--- config.mk ---
export PLATFORM = sky130hd
export DESIGN_NAME = bios_mem_scanner
export DESIGN_NICKNAME = d
export VERILOG_FILES = /design/src/rtl/mem_scan_pkg.sv /design/src/rtl/valid_delay.sv /design/src/rtl/bios_mem_scanner.sv
export SDC_FILE = /design/constraint.sdc
export NUM_CORES = 1
export LEC_CHECK = 0
export BUFFER_PORTS_ARGS = -buffer_cell sky130_fd_sc_hd__buf_2
export CAP_MARGIN = 10
export CORE_ASPECT_RATIO = 0.5
export CORE_UTILIZATION = 50
export CTS_CLUSTER_SIZE = 16
export DETAILED_ROUTE_END_ITERATION = 8
export PLACE_DENSITY = 0.84
export REMOVE_ABC_BUFFERS = 1
export SYNTH_ARGS = -nofsm -noshare
export SYNTH_HDL_FRONTEND = slang
export SYNTH_SLANG_ARGS = --single-unit
--- constraint.sdc ---
create_clock -name clk -period 9.38 [get_ports clk]
set_input_delay 0.469 -clock clk [delete_from_list [all_inputs] [get_ports clk]]
set_output_delay 0.469 -clock clk [all_outputs]
set_load 0.1 [all_outputs]
--- src/rtl/mem_scan_pkg.sv ---
// Shared types for the BIOS/instruction ROM scan engine.
package mem_scan_pkg;

  typedef enum logic [1:0] {
    ST_IDLE,
    ST_ISSUE,
    ST_DRAIN
  } scan_state_e;

  localparam int SCAN_ADDR_W_DEF = 12;
  localparam int CUR_EXTRA_BITS  = 1;

  // The cursor carries one extra bit so a full-range sweep cannot wrap.
  function automatic int cursor_w(input int addr_w);
    return addr_w + CUR_EXTRA_BITS;
  endfunction

endpackage

--- src/rtl/valid_delay.sv ---
// Per-port read-valid shift register matching the memory read latency.
module valid_delay #(
  parameter int WIDTH = 2,
  parameter int DEPTH = 1
) (
  input  logic             clk,
  input  logic             rst_n,
  input  logic             flush_i,
  input  logic [WIDTH-1:0] d_i,
  output logic [WIDTH-1:0] q_o,
  output logic             inner_o
);

  logic [DEPTH:1][WIDTH-1:0] vld_pipe;

  always_ff @(posedge clk or negedge rst_n) begin
    if (!rst_n) begin
      vld_pipe <= '0;
    end else if (flush_i) begin
      vld_pipe <= '0;
    end else begin
      vld_pipe[1] <= d_i;
      for (int i = 2; i <= DEPTH; i++) vld_pipe[i] <= vld_pipe[i-1];
    end
  end

  assign q_o = vld_pipe[DEPTH];

  // Bits still travelling that will not exit on the coming edge.
  always_comb begin
    inner_o = 1'b0;
    for (int i = 1; i < DEPTH; i++) inner_o = inner_o | (|vld_pipe[i]);
  end

endmodule

--- src/rtl/bios_mem_scanner.sv ---
// Sweeps an inclusive address range over NUM_PORTS ROM read ports, summing and counting words.
module bios_mem_scanner
  import mem_scan_pkg::*;
#(
  parameter int ADDR_WIDTH   = SCAN_ADDR_W_DEF,
  parameter int DATA_WIDTH   = 32,
  parameter int NUM_PORTS    = 2,
  parameter int READ_LATENCY = 1
) (
  input  logic                            clk,
  input  logic                            rst_n,
  input  logic                            start_i,
  input  logic                            abort_i,
  input  logic [ADDR_WIDTH-1:0]           start_addr_i,
  input  logic [ADDR_WIDTH-1:0]           end_addr_i,
  input  logic [DATA_WIDTH-1:0]           expected_i,
  output logic [NUM_PORTS-1:0]            mem_en_o,
  output logic [NUM_PORTS*ADDR_WIDTH-1:0] mem_addr_o,
  input  logic [NUM_PORTS*DATA_WIDTH-1:0] mem_dout_i,
  output logic                            busy_o,
  output logic                            done_o,
  output logic [DATA_WIDTH-1:0]           checksum_o,
  output logic [ADDR_WIDTH:0]             words_o,
  output logic                            match_o
);

  localparam int            CW   = cursor_w(ADDR_WIDTH);
  localparam logic [CW-1:0] STEP = CW'(NUM_PORTS);

  scan_state_e                          state_q, state_d;
  logic [CW-1:0]                        cur_q, cur_d, end_q, end_d;
  logic [CW-1:0]                        cnt_q, cnt_d, words_q, words_d;
  logic [DATA_WIDTH-1:0]                exp_q, exp_d, sum_q, sum_d, cks_q, cks_d;
  logic [NUM_PORTS-1:0]                 en_q, en_d;
  logic [NUM_PORTS-1:0][ADDR_WIDTH-1:0] addr_q, addr_d;
  logic                                 busy_q, busy_d, done_q, done_d, match_q, match_d;
  logic                                 flush, inflight;
  logic [NUM_PORTS-1:0]                 vld;
  logic [CW-1:0]                        base, lim;
  logic [NUM_PORTS-1:0][CW-1:0]         lane;
  logic [NUM_PORTS-1:0]                 iss_en;
  logic [NUM_PORTS-1:0][ADDR_WIDTH-1:0] iss_addr;
  logic [DATA_WIDTH-1:0]                acc, fin_sum;
  logic [CW-1:0]                        nacc;

  valid_delay #(.WIDTH(NUM_PORTS), .DEPTH(READ_LATENCY)) u_vld (
    .clk     (clk),
    .rst_n   (rst_n),
    .flush_i (flush),
    .d_i     (en_q),
    .q_o     (vld),
    .inner_o (inflight)
  );

  // Next issue group: the start address when launching, else cursor + NUM_PORTS.
  always_comb begin
    base = (state_q == ST_IDLE) ? {1'b0, start_addr_i} : cur_q + STEP;
    lim  = (state_q == ST_IDLE) ? {1'b0, end_addr_i}   : end_q;
    for (int k = 0; k < NUM_PORTS; k++) begin
      lane[k]     = base + CW'(k);
      iss_en[k]   = (lane[k] <= lim);
      iss_addr[k] = lane[k][ADDR_WIDTH-1:0];
    end
  end

  always_comb begin
    acc  = '0;
    nacc = '0;
    for (int k = 0; k < NUM_PORTS; k++) begin
      if (vld[k]) begin
        acc  = acc + mem_dout_i[k*DATA_WIDTH +: DATA_WIDTH];
        nacc = nacc + CW'(1);
      end
    end
    fin_sum = sum_q + acc;
  end

  always_comb begin
    state_d = state_q;
    cur_d   = cur_q;
    end_d   = end_q;
    exp_d   = exp_q;
    en_d    = en_q;
    addr_d  = addr_q;
    sum_d   = fin_sum;
    cnt_d   = cnt_q + nacc;
    busy_d  = busy_q;
    done_d  = 1'b0;
    cks_d   = cks_q;
    words_d = words_q;
    match_d = match_q;
    flush   = 1'b0;
    unique case (state_q)
      ST_IDLE: begin
        if (start_i) begin
          state_d = ST_ISSUE;
          cur_d   = base;
          end_d   = lim;
          exp_d   = expected_i;
          en_d    = iss_en;
          addr_d  = iss_addr;
          sum_d   = '0;
          cnt_d   = '0;
          busy_d  = 1'b1;
        end
      end
      ST_ISSUE: begin
        if (abort_i) begin
          state_d = ST_IDLE;
          en_d    = '0;
          busy_d  = 1'b0;
          flush   = 1'b1;
        end else if (!iss_en[0]) begin
          state_d = ST_DRAIN;
          en_d    = '0;
        end else begin
          cur_d  = base;
          en_d   = iss_en;
          addr_d = iss_addr;
        end
      end
      ST_DRAIN: begin
        if (abort_i) begin
          state_d = ST_IDLE;
          busy_d  = 1'b0;
          flush   = 1'b1;
        end else if (!inflight) begin
          // The last valid bits are exiting now, so fold them straight into the results.
          state_d = ST_IDLE;
          busy_d  = 1'b0;
          done_d  = 1'b1;
          cks_d   = fin_sum;
          words_d = cnt_q + nacc;
          match_d = (fin_sum == exp_q);
        end
      end
      default: state_d = ST_IDLE;
    endcase
  end

  always_ff @(posedge clk or negedge rst_n) begin
    if (!rst_n) begin
      state_q <= ST_IDLE;
      cur_q   <= '0;
      end_q   <= '0;
      exp_q   <= '0;
      en_q    <= '0;
      addr_q  <= '0;
      sum_q   <= '0;
      cnt_q   <= '0;
      busy_q  <= 1'b0;
      done_q  <= 1'b0;
      cks_q   <= '0;
      words_q <= '0;
      match_q <= 1'b0;
    end else begin
      state_q <= state_d;
      cur_q   <= cur_d;
      end_q   <= end_d;
      exp_q   <= exp_d;
      en_q    <= en_d;
      addr_q  <= addr_d;
      sum_q   <= sum_d;
      cnt_q   <= cnt_d;
      busy_q  <= busy_d;
      done_q  <= done_d;
      cks_q   <= cks_d;
      words_q <= words_d;
      match_q <= match_d;
    end
  end

  assign mem_en_o   = en_q;
  assign mem_addr_o = addr_q;
  assign busy_o     = busy_q;
  assign done_o     = done_q;
  assign checksum_o = cks_q;
  assign words_o    = words_q;
  assign match_o    = match_q;

endmodule

---- After elaboration in Yosys (flattened, before gate mapping) ----
Index checks and enable logic that the tools add are counted.
storage, ports and cells
  output and inout port bits .............. 74
  register bits after elaboration ......... 181
  word-level logic and storage cells ...... 76
  input bits .............................. 124
operators by class
  add/sub/neg operators ................... 6
  muxes and demuxes ....................... 34
  reductions and logical operators ........ 10
  equality and inequality tests ........... 8
  bitwise logic cells ..................... 1
  order comparisons ....................... 2
operators with widths
  kind                                                  number
  2-to-1 mux 32 bit                                     4
  2-to-1 mux 13 bit                                     8
  2-to-1 mux 24 bit                                     3
  adder 32 bit                                          2
  one-hot mux 24 bit (2 select lines)                   1
  equality test 32 bit                                  1
  adder 13 x 1 -> 13 bit (second input constant)        2
  <= comparator 13 bit                                  2
  one-hot mux 13 bit (2 select lines)                   1
  2-to-1 mux 2 bit                                      7
  adder 13 bit                                          1
  adder 13 x 2 -> 13 bit (second input constant)        1
  != test 2 bit (second input constant)                 4
  one-hot mux 2 bit (2 select lines)                    2
  AND reduction 2 bit                                   4
  2-to-1 mux 1 bit                                      7
  AND reduction 4 bit                                   1
  != test 3 bit (second input constant)                 1
  one-hot mux 1 bit (3 select lines)                    1
  AND reduction 3 bit                                   1
  nonzero test 3 bit                                    1
  equality test 2 x 1 -> 1 bit (second input constant)  1
  equality test 2 bit (second input constant)           1
  zero test 2 bit                                       1
  3 further kinds                                       3

---- Longest topological paths before layout ----
Gate-level depths: netlist of the first run.
  depth in word-level cells ............... 7
  mapped depth ............................ 33
  gate-level depth less buffers ........... 26

---- Hierarchy ----
From an unflattened synthesis of the first run, not the netlist that was laid out.
second synthesis, totals
  cells, all modules ...................... 1,576
  area, all modules ....................... 13,374.1 um^2
modules (own cells, without submodules)
  module            seq. area each (um^2)  area an instance (um^2)  cells an instance  instances
  bios_mem_scanner  4,179.0                13,300.3                 1,570              1
  valid_delay       50.0                   73.8                     6                  1

---- Worst setup path after synthesis of the first run ----
OpenSTA, ideal clock, no wires.
  path kind ............................... register to register
  start ................................... register u_vld.vld_pipe, in the netlist u_vld.q_o[0]
  end ..................................... register match_q, in the netlist match_o
  buffers on the path ..................... 6
  data arrival time ....................... 6.869 ns
  cell stages (with the launch flop) ...... 32
  library setup time ...................... 0.104 ns
  clock period less this slack ............ 6.973 ns
  required time ........................... 9.276 ns
  slack ................................... 2.407 ns
  path through ............................ dfrtp_1 -> buf_2 -> buf_8 -> clkbuf_1 -> clkbuf_1 -> clkbuf_1 -> clkbuf_1 -> and2_1 -> ha_1 -> fa_1 -> maj3_1 -> a32o_1 -> maj3_1 -> nand4_1 -> a31oi_1 -> a32oi_1 -> a21oi_1 -> a41oi_1 -> xnor2_1 -> mux2_2 -> ha_1 -> and3_1 -> nand2_1 -> o21ai_1 -> mux2i_1 -> o22ai_1 -> nor4_1 -> nand4_1 -> nor4_1 -> nand4_1 -> or4_1 -> o41ai_2
between the ends
  longest elaborated chain between the ends .. 5
RTL lines
  what                      RTL line                 RTL
  from (decl)               valid_delay.sv:14        logic [DEPTH:1][WIDTH-1:0] vld_pipe;
  2-to-1 mux 32 bit (*)     bios_mem_scanner.sv:70   if (vld[k]) begin
  adder 32 bit              bios_mem_scanner.sv:71   acc = acc + mem_dout_i[k*DATA_WIDTH +: DATA_WIDTH];
  2-to-1 mux 32 bit (*)     bios_mem_scanner.sv:70
  adder 32 bit (*)          bios_mem_scanner.sv:75   fin_sum = sum_q + acc;
  equality test 32 bit (*)  bios_mem_scanner.sv:134  match_d = (fin_sum == exp_q);
  to (signal assigned)      bios_mem_scanner.sv:169  match_q <= match_d;
  to (decl)                 bios_mem_scanner.sv:36   logic busy_q, busy_d, done_q, done_d, match_q, match_d;
Every way passes the cells marked *; elsewhere a longest branch is shown, timed or not.
A chain may end at the register's enable or synchronous reset.

---- Worst setup path in the final report of the first run ----
Same ends and word-level chain as after synthesis.

==> results by group, run 1 <==
Final layout
  • Layout fillers: 2245
  • Synth-to-Final Area Change: 12.59%
  • Layout cells sized above 1: 0.1619
  • Final #Nets: 1923
  • # diodes: 0

Synth
  • Synthesized instance count: 1585
  • Mean Syn Cell Area: 8.207 sq um
  • Post-synth EDFFs: 0
  • Synthesized area: 0.01301 sq mm
  • Distinct cells, synth: 96
  • FFs w/ async S/R, synth: 1.000
  • Prevailing post-synth register cell: dfrtp_1
  • Most numerous cell in the Yosys netlist: nand2_1
  • Area contributors post-synth: dfrtp_1 33%, nand2_1 9.6%, ha_1 8.3%, xnor2_1 5.7%, o21ai_0 3.8%
  • Most frequent cells after synthesis: 331 x nand2_1, 169 x dfrtp_1, 110 x nor2_1
  • Synth top area share: 0.3251
  • Register area share after synthesis: 0.3251
  • Total of warnings raised by yosys: 0
  • Synth area leader: dfrtp_1
  • Synth Register Bits: 169

Worst setup path
  • Critical Path Max Stage Delay: 0.73 ns
  • Largest delay contributor family on the critical path: simple AND/OR/NAND/NOR gates
  • Crit Reg-Reg Startpoint: u_vld.q_o[0]
  • Critical path type: reg2reg
  • R2r endpoint: match_o
  • Worst Path Max Fanout: 47
  • Crit path capture: match_o
  • Worst setup path start: u_vld.q_o[0]
  • Arr. time, crit path: 7.58 ns
  • R2R depth: 25
  • Slowest CP cell: dfrtp_2
  • Required @ worst endpoint: 9.72 ns
  • R2R setup slack: 2.15 ns
  • Worst path most repeated cell: nand4_1
  • Crit path buf inv count: 0
  • CP Launch Type: flop
  • CP Depth: 25
  • CP Capture Type: flop

Clock network
  • CTS Buf Count: 17
  • Worst-path clk slew: 0.07 ns
  • CTS tree: done
  • Clk Latency, worst-skew pair: 0.44 ns
  • CTS H-tree lvls: 4
  • CTS Sinks: 169
  • CTS root buf: clkbuf_16
  • Clock tree buffer depth: 2

Global routing
  • GRT Overall Usage: 0.2615
  • Global route overflow: 0
  • Global-route wire length before repair: 55760 um
  • Initial antenna violation count: 1
  • Largest net degree at the start of global routing: 88
  • Vias in the first global route: 11050

Timing
  • Clk_skew: 0.01053 ns
  • Slew headroom: 0.3422
  • Final setup fails: 0
  • Fin. max-slew vios: 0
  • Final setup TNS: 0 ns
  • Final hold vios: 0
  • Final Cycle Share: 0.7712
  • Peak Freq: 0.1382 GHz
  • Tightest Pin Transition: 0.9868 ns
  • RSZ-0062 raised after global routing: no
  • Minimum clock period: 7.234 ns

Route
  • Max layer used: met4
  • Post-route DRC: 0
  • DRT Wirelength: 34470 um
  • 1st-iter DRT viols: 914
  • Metal3 WL: 2048 um
  • WL/cell: 16.67 um
  • Vias per cell: 5.672
  • Wire length on met1: 15500 um
  • ANT nets after route: 0
  • Via count: 11720
  • Met2 routed WL: 16110 um
  • Pre-antenna DRT Iters: 7

Floorplanning
  • Core Box Area: 0.02539 sq mm
  • Die area: 0.02671 sq mm
  • Die Span Y: 116.1 um
  • Chip width: 230.1 um
  • I/O pin cnt: 198
  • FP Rows: 41
  • Initial Util: 0.5123

Run status
  • Outcome: finished clean

Placed design
  • Routability-driven placement congestion ratio: 0.9578
  • Port Buffers: 197
  • Post-DP HPWL: 25630 um

Hold path
  • HP Class: in2reg

Job
  • Max-Cap Viols: 0
-- sequential cells by signal (all words and copies together) (netlist names), 2 cells and up --
register    cells
checksum_o     32
cnt_q          13
cur_q          13
end_q          13
exp_q          32
mem_addr_o     12
mem_en_o        2
state_q         2
sum_q          32
u_vld.q_o       2
words_o        13
-- routing by layer --
layer	up-vias	global-route usage
met5	-	0
met4	0	0.08344
met3	59	0.05266
met2	380	0.4353
met1	5528	0.3451
li1	5756	-
-- how the worst min path moves through the flow --
stage	startpoint	endpoint	slack [ns]	cells after the start
after floorplan	rst_n	busy_o	0.17	0
after global placement	mem_addr_o[20]	mem_addr_o[20]	0.45	2
after detailed placement	end_q[11]	end_q[11]	0.46	2
after CTS	expected_i[27]	exp_q[27]	0.21	3
after global routing	expected_i[3]	exp_q[3]	0.22	3
final	expected_i[29]	exp_q[29]	0.22	3
-- cells by family (layout without fill, tap and decap cells) --
kind of cell / Yosys count / count (layout) / synth area share
AO/OA/AOI/OAI: 369 / 369 / 0.1814
XOR/XNOR: 143 / 143 / 0.09955
adder cells (fa/ha/maj): 99 / 99 / 0.09522
buffers and inverters: 137 / 275 / 0.04905
flip-flops: 169 / 169 / 0.3251
multiplexers: 32 / 32 / 0.02558
AND/OR/NAND/NOR: 636 / 636 / 0.2241
-- worst reg2reg max path, stage by stage, from the launching register on --
cell and delay, ns:
dfrtp_2 0.73, and2_1 0.31, ha_1 0.21, fa_1 0.49, maj3_1 0.41, a32o_1 0.27
maj3_1 0.40, nand4_1 0.14, a31oi_1 0.17, a32oi_1 0.31, a21oi_1 0.18, a41oi_1 0.28
xnor2_1 0.09, mux2_2 0.28, ha_1 0.39, and3_1 0.25, nand2_1 0.11, o21ai_1 0.38
mux2i_1 0.23, o22ai_1 0.10, nor4_1 0.27, nand4_1 0.12, nor4_1 0.21, nand4_1 0.16
or4_1 0.44, o41ai_2 0.20
-- repair_timing --
| action | 4_1_cts | 5_1_grt |
|---|---|---|
| gates resized for setup | 0 | 0 |
| endpoints found under the hold margin | 3 | 0 |
| buffers inserted | 0 | 0 |
| hold buffers | 1 | 0 |
-- layout by cell type, fill, tap and decap left out, drive strengths merged, types with 22 or more instances in the layout --
master  instances
o21ai         114
ha             86
xor2           55
nand2         331
nand2b         24
nand4          22
buf           207
nand3          30
xnor2          85
inv            43
a21oi          96
a21o           33
and2           24
mux2i          22
dfrtp         169
nor2          110
-- stage by stage --
| step | cells | cell area, sq um | util | setup slack [ns] | hold WS [ns] |
|---|---|---|---|---|---|
| floorplan | 1483 | 12500 | - | 2.559 | 0.1734 |
| global placement | 2034 | 14010 | 0.5517 | 2.369 | 0.4524 |
| detailed placement | 2034 | 14010 | 0.5517 | 2.268 | 0.4616 |
| global route | 2067 | 14650 | 0.5768 | 1.684 | 0.2164 |
| finish | 2067 | 14650 | 0.5768 | 2.146 | 0.2186 |
| CTS | 2067 | 14650 | 0.5768 | 2.255 | 0.2096 |
-- cell type report --
type                       count  area, sq um  share of cell area
multi-input combinational   1279         8149              0.5564
sequential                   169         4230              0.2888
timing repair buffer         208         1077             0.07355
tap                          344        430.4             0.02939
clock buffer                  17        425.4             0.02905
clock inverter                15        202.7             0.01384
inverter                      35        131.4            0.008970
Power of run 1 is not shown: default switching activity piles up to over one toggle a cycle in this logic, so the estimate is an artifact.
==> inputs of run 2 (changes only) <==
==> constraint.sdc (replaced) <==
create_clock -name clk -period 7.41 [get_ports clk]
set_input_delay 0.3705 -clock clk [delete_from_list [all_inputs] [get_ports clk]]
set_output_delay 0.3705 -clock clk [all_outputs]
set_load 0.1 [all_outputs]
==> run 2 against run 1 <==
Effect of this change:
- global-route usage decreased by 0.22 points
- clock skew hardly changed
- worst hold slack got worse by 0.10 ns
- critical endpoint unchanged
- largest cell class unchanged
- flip-flop and latch count is the same
- non-clock buffer count increased by 1
- die area is the same
==> results by group, run 2 (synthesis results as in run 1) <==
Clock network
  • CTS Buf Count: 17
  • CTS tree: done
  • CTS root buf: clkbuf_16
  • Clk Latency, worst-skew pair: 0.44 ns
  • Clock tree buffer depth: 2
  • CTS H-tree lvls: 4
  • Setup bufs post-CTS: 0
  • Worst-path clk slew: 0.07 ns
  • CTS Sinks: 169

Final layout
  • Commonest non-fill, non-tap cell in the layout: nand2_1
  • Synth-to-Final Area Change: 12.84%
  • # diodes: 0
  • Layout fillers: 2292
  • Layout cells sized above 1: 0.1636
  • Commonest non-fill, non-tap cells in the layout: 331 x nand2_1, 196 x buf_2, 168 x dfrtp_1, 110 x nor2_1, 98 x o21ai_0
  • Fin cells: 2068
  • Post-Layout Inst Area: 0.01468 sq mm
  • Final #Nets: 1924

Timing
  • RSZ-0062 raised after global routing: no
  • Hold slack: 0.1153 ns
  • Peak Freq: 0.1453 GHz
  • Slew headroom: 0.3350
  • Minimum clock period: 6.884 ns
  • Tightest Pin Transition: 0.9975 ns
  • Clk_skew: 0.01043 ns
  • Fin. max-slew vios: 0
  • Final setup TNS: 0 ns
  • Final setup fails: 0
  • Final Cycle Share: 0.9291
  • Final hold vios: 0

Hold path
  • HP Class: in2reg

Global routing
  • GRT Overall Usage: 0.2593
  • Initial antenna violation count: 1
  • Global-route wire length before repair: 55390 um
  • Global route overflow: 0
  • Vias in the first global route: 11120
  • Largest net degree at the start of global routing: 88

Placed design
  • Routability-driven placement congestion ratio: 0.9353
  • Placed Cells: 2035
  • Post-DP HPWL: 25740 um
  • Post-DP Area: 0.01402 sq mm
  • Port Buffers: 197

Route
  • Pre-antenna DRT Iters: 6
  • Via count: 11850
  • Post-route DRC: 0
  • 1st-iter DRT viols: 913
  • WL/cell: 16.71 um
  • DRT Wirelength: 34550 um
  • ANT nets after route: 0
  • Vias per cell: 5.731

Worst setup path
  • Required @ worst endpoint: 7.75 ns
  • Worst Path Max Fanout: 15
  • CP Launch Type: flop
  • CP Capture Type: flop
  • Largest delay contributor family on the critical path: simple AND/OR/NAND/NOR gates
  • Crit path buf inv count: 0
  • Worst path most repeated cell: nand4_1
  • Critical path type: reg2reg
  • Slowest CP cell: dfrtp_2
  • Arr. time, crit path: 7.22 ns
  • Critical Path Max Stage Delay: 0.55 ns

Floorplanning
  • Chip width: 230.1 um
  • Die area: 0.02671 sq mm
  • FP Rows: 41
  • Initial Util: 0.5123
  • Core Box Area: 0.02539 sq mm
  • I/O pin cnt: 198
  • Die Span Y: 116.1 um

Run status
  • Outcome: finished clean

Job
  • Max-Cap Viols: 0
[run 2: tightest hold or removal path: cells and delay by family]
kind / cells / cell delay (ns)
and+or+nand+nor: 2 / 0.08
buffers and inverters: 1 / 0.07
[run 2: final timing paths]
check | startpoint | to | slack, ns | cells after the start
max | u_vld.q_o[0] | match_o | 0.53 | 25
min | expected_i[4] | exp_q[4] | 0.12 | 3
max reg2reg | u_vld.q_o[0] | match_o | 0.53 | 25
min reg2reg | end_q[8] | end_q[8] | 0.48 | 2
max in group asynchronous | rst_n | u_vld.q_o[0] | 5.72 | 3
min in group asynchronous | rst_n | checksum_o[16] | 0.48 | 2
[run 2: cell type report]
class / instances / area (sq um) / area share
repair buffers: 209 / 1085 / 0.07390
inverters: 35 / 131.4 / 0.008950
multi-input cells: 1279 / 8165 / 0.5563
well taps: 344 / 430.4 / 0.02932
clock buffers: 18 / 429.2 / 0.02924
flip-flops and latches: 169 / 4230 / 0.2882
clock inverters: 14 / 207.7 / 0.01415
[run 2: timing repair]
item                                   CTS  global route
setup endpoints to repair                0             1
hold buffers                             1             0
gates resized for setup                  0             3
endpoints found under the hold margin   57             0
[run 2: per-layer routing]
layer  global-route usage  vias up  wire (um)
met3              0.04528       60       1746
met4              0.07417        2        739
met2               0.4313      343      16120
met5                    0        -         13
met1               0.3499     5692      15930
li1                     -     5754          -
[run 2: per-stage QoR]
step                      worst slack [ns]    util
after CTS                           0.4366  0.5774
after global placement              0.6460  0.5520
after floorplan                     0.5890       -
final                               0.5257  0.5781
after detailed placement            0.4873  0.5520
after global routing               0.04426  0.5781
Power of run 2 is left out for the same reason.
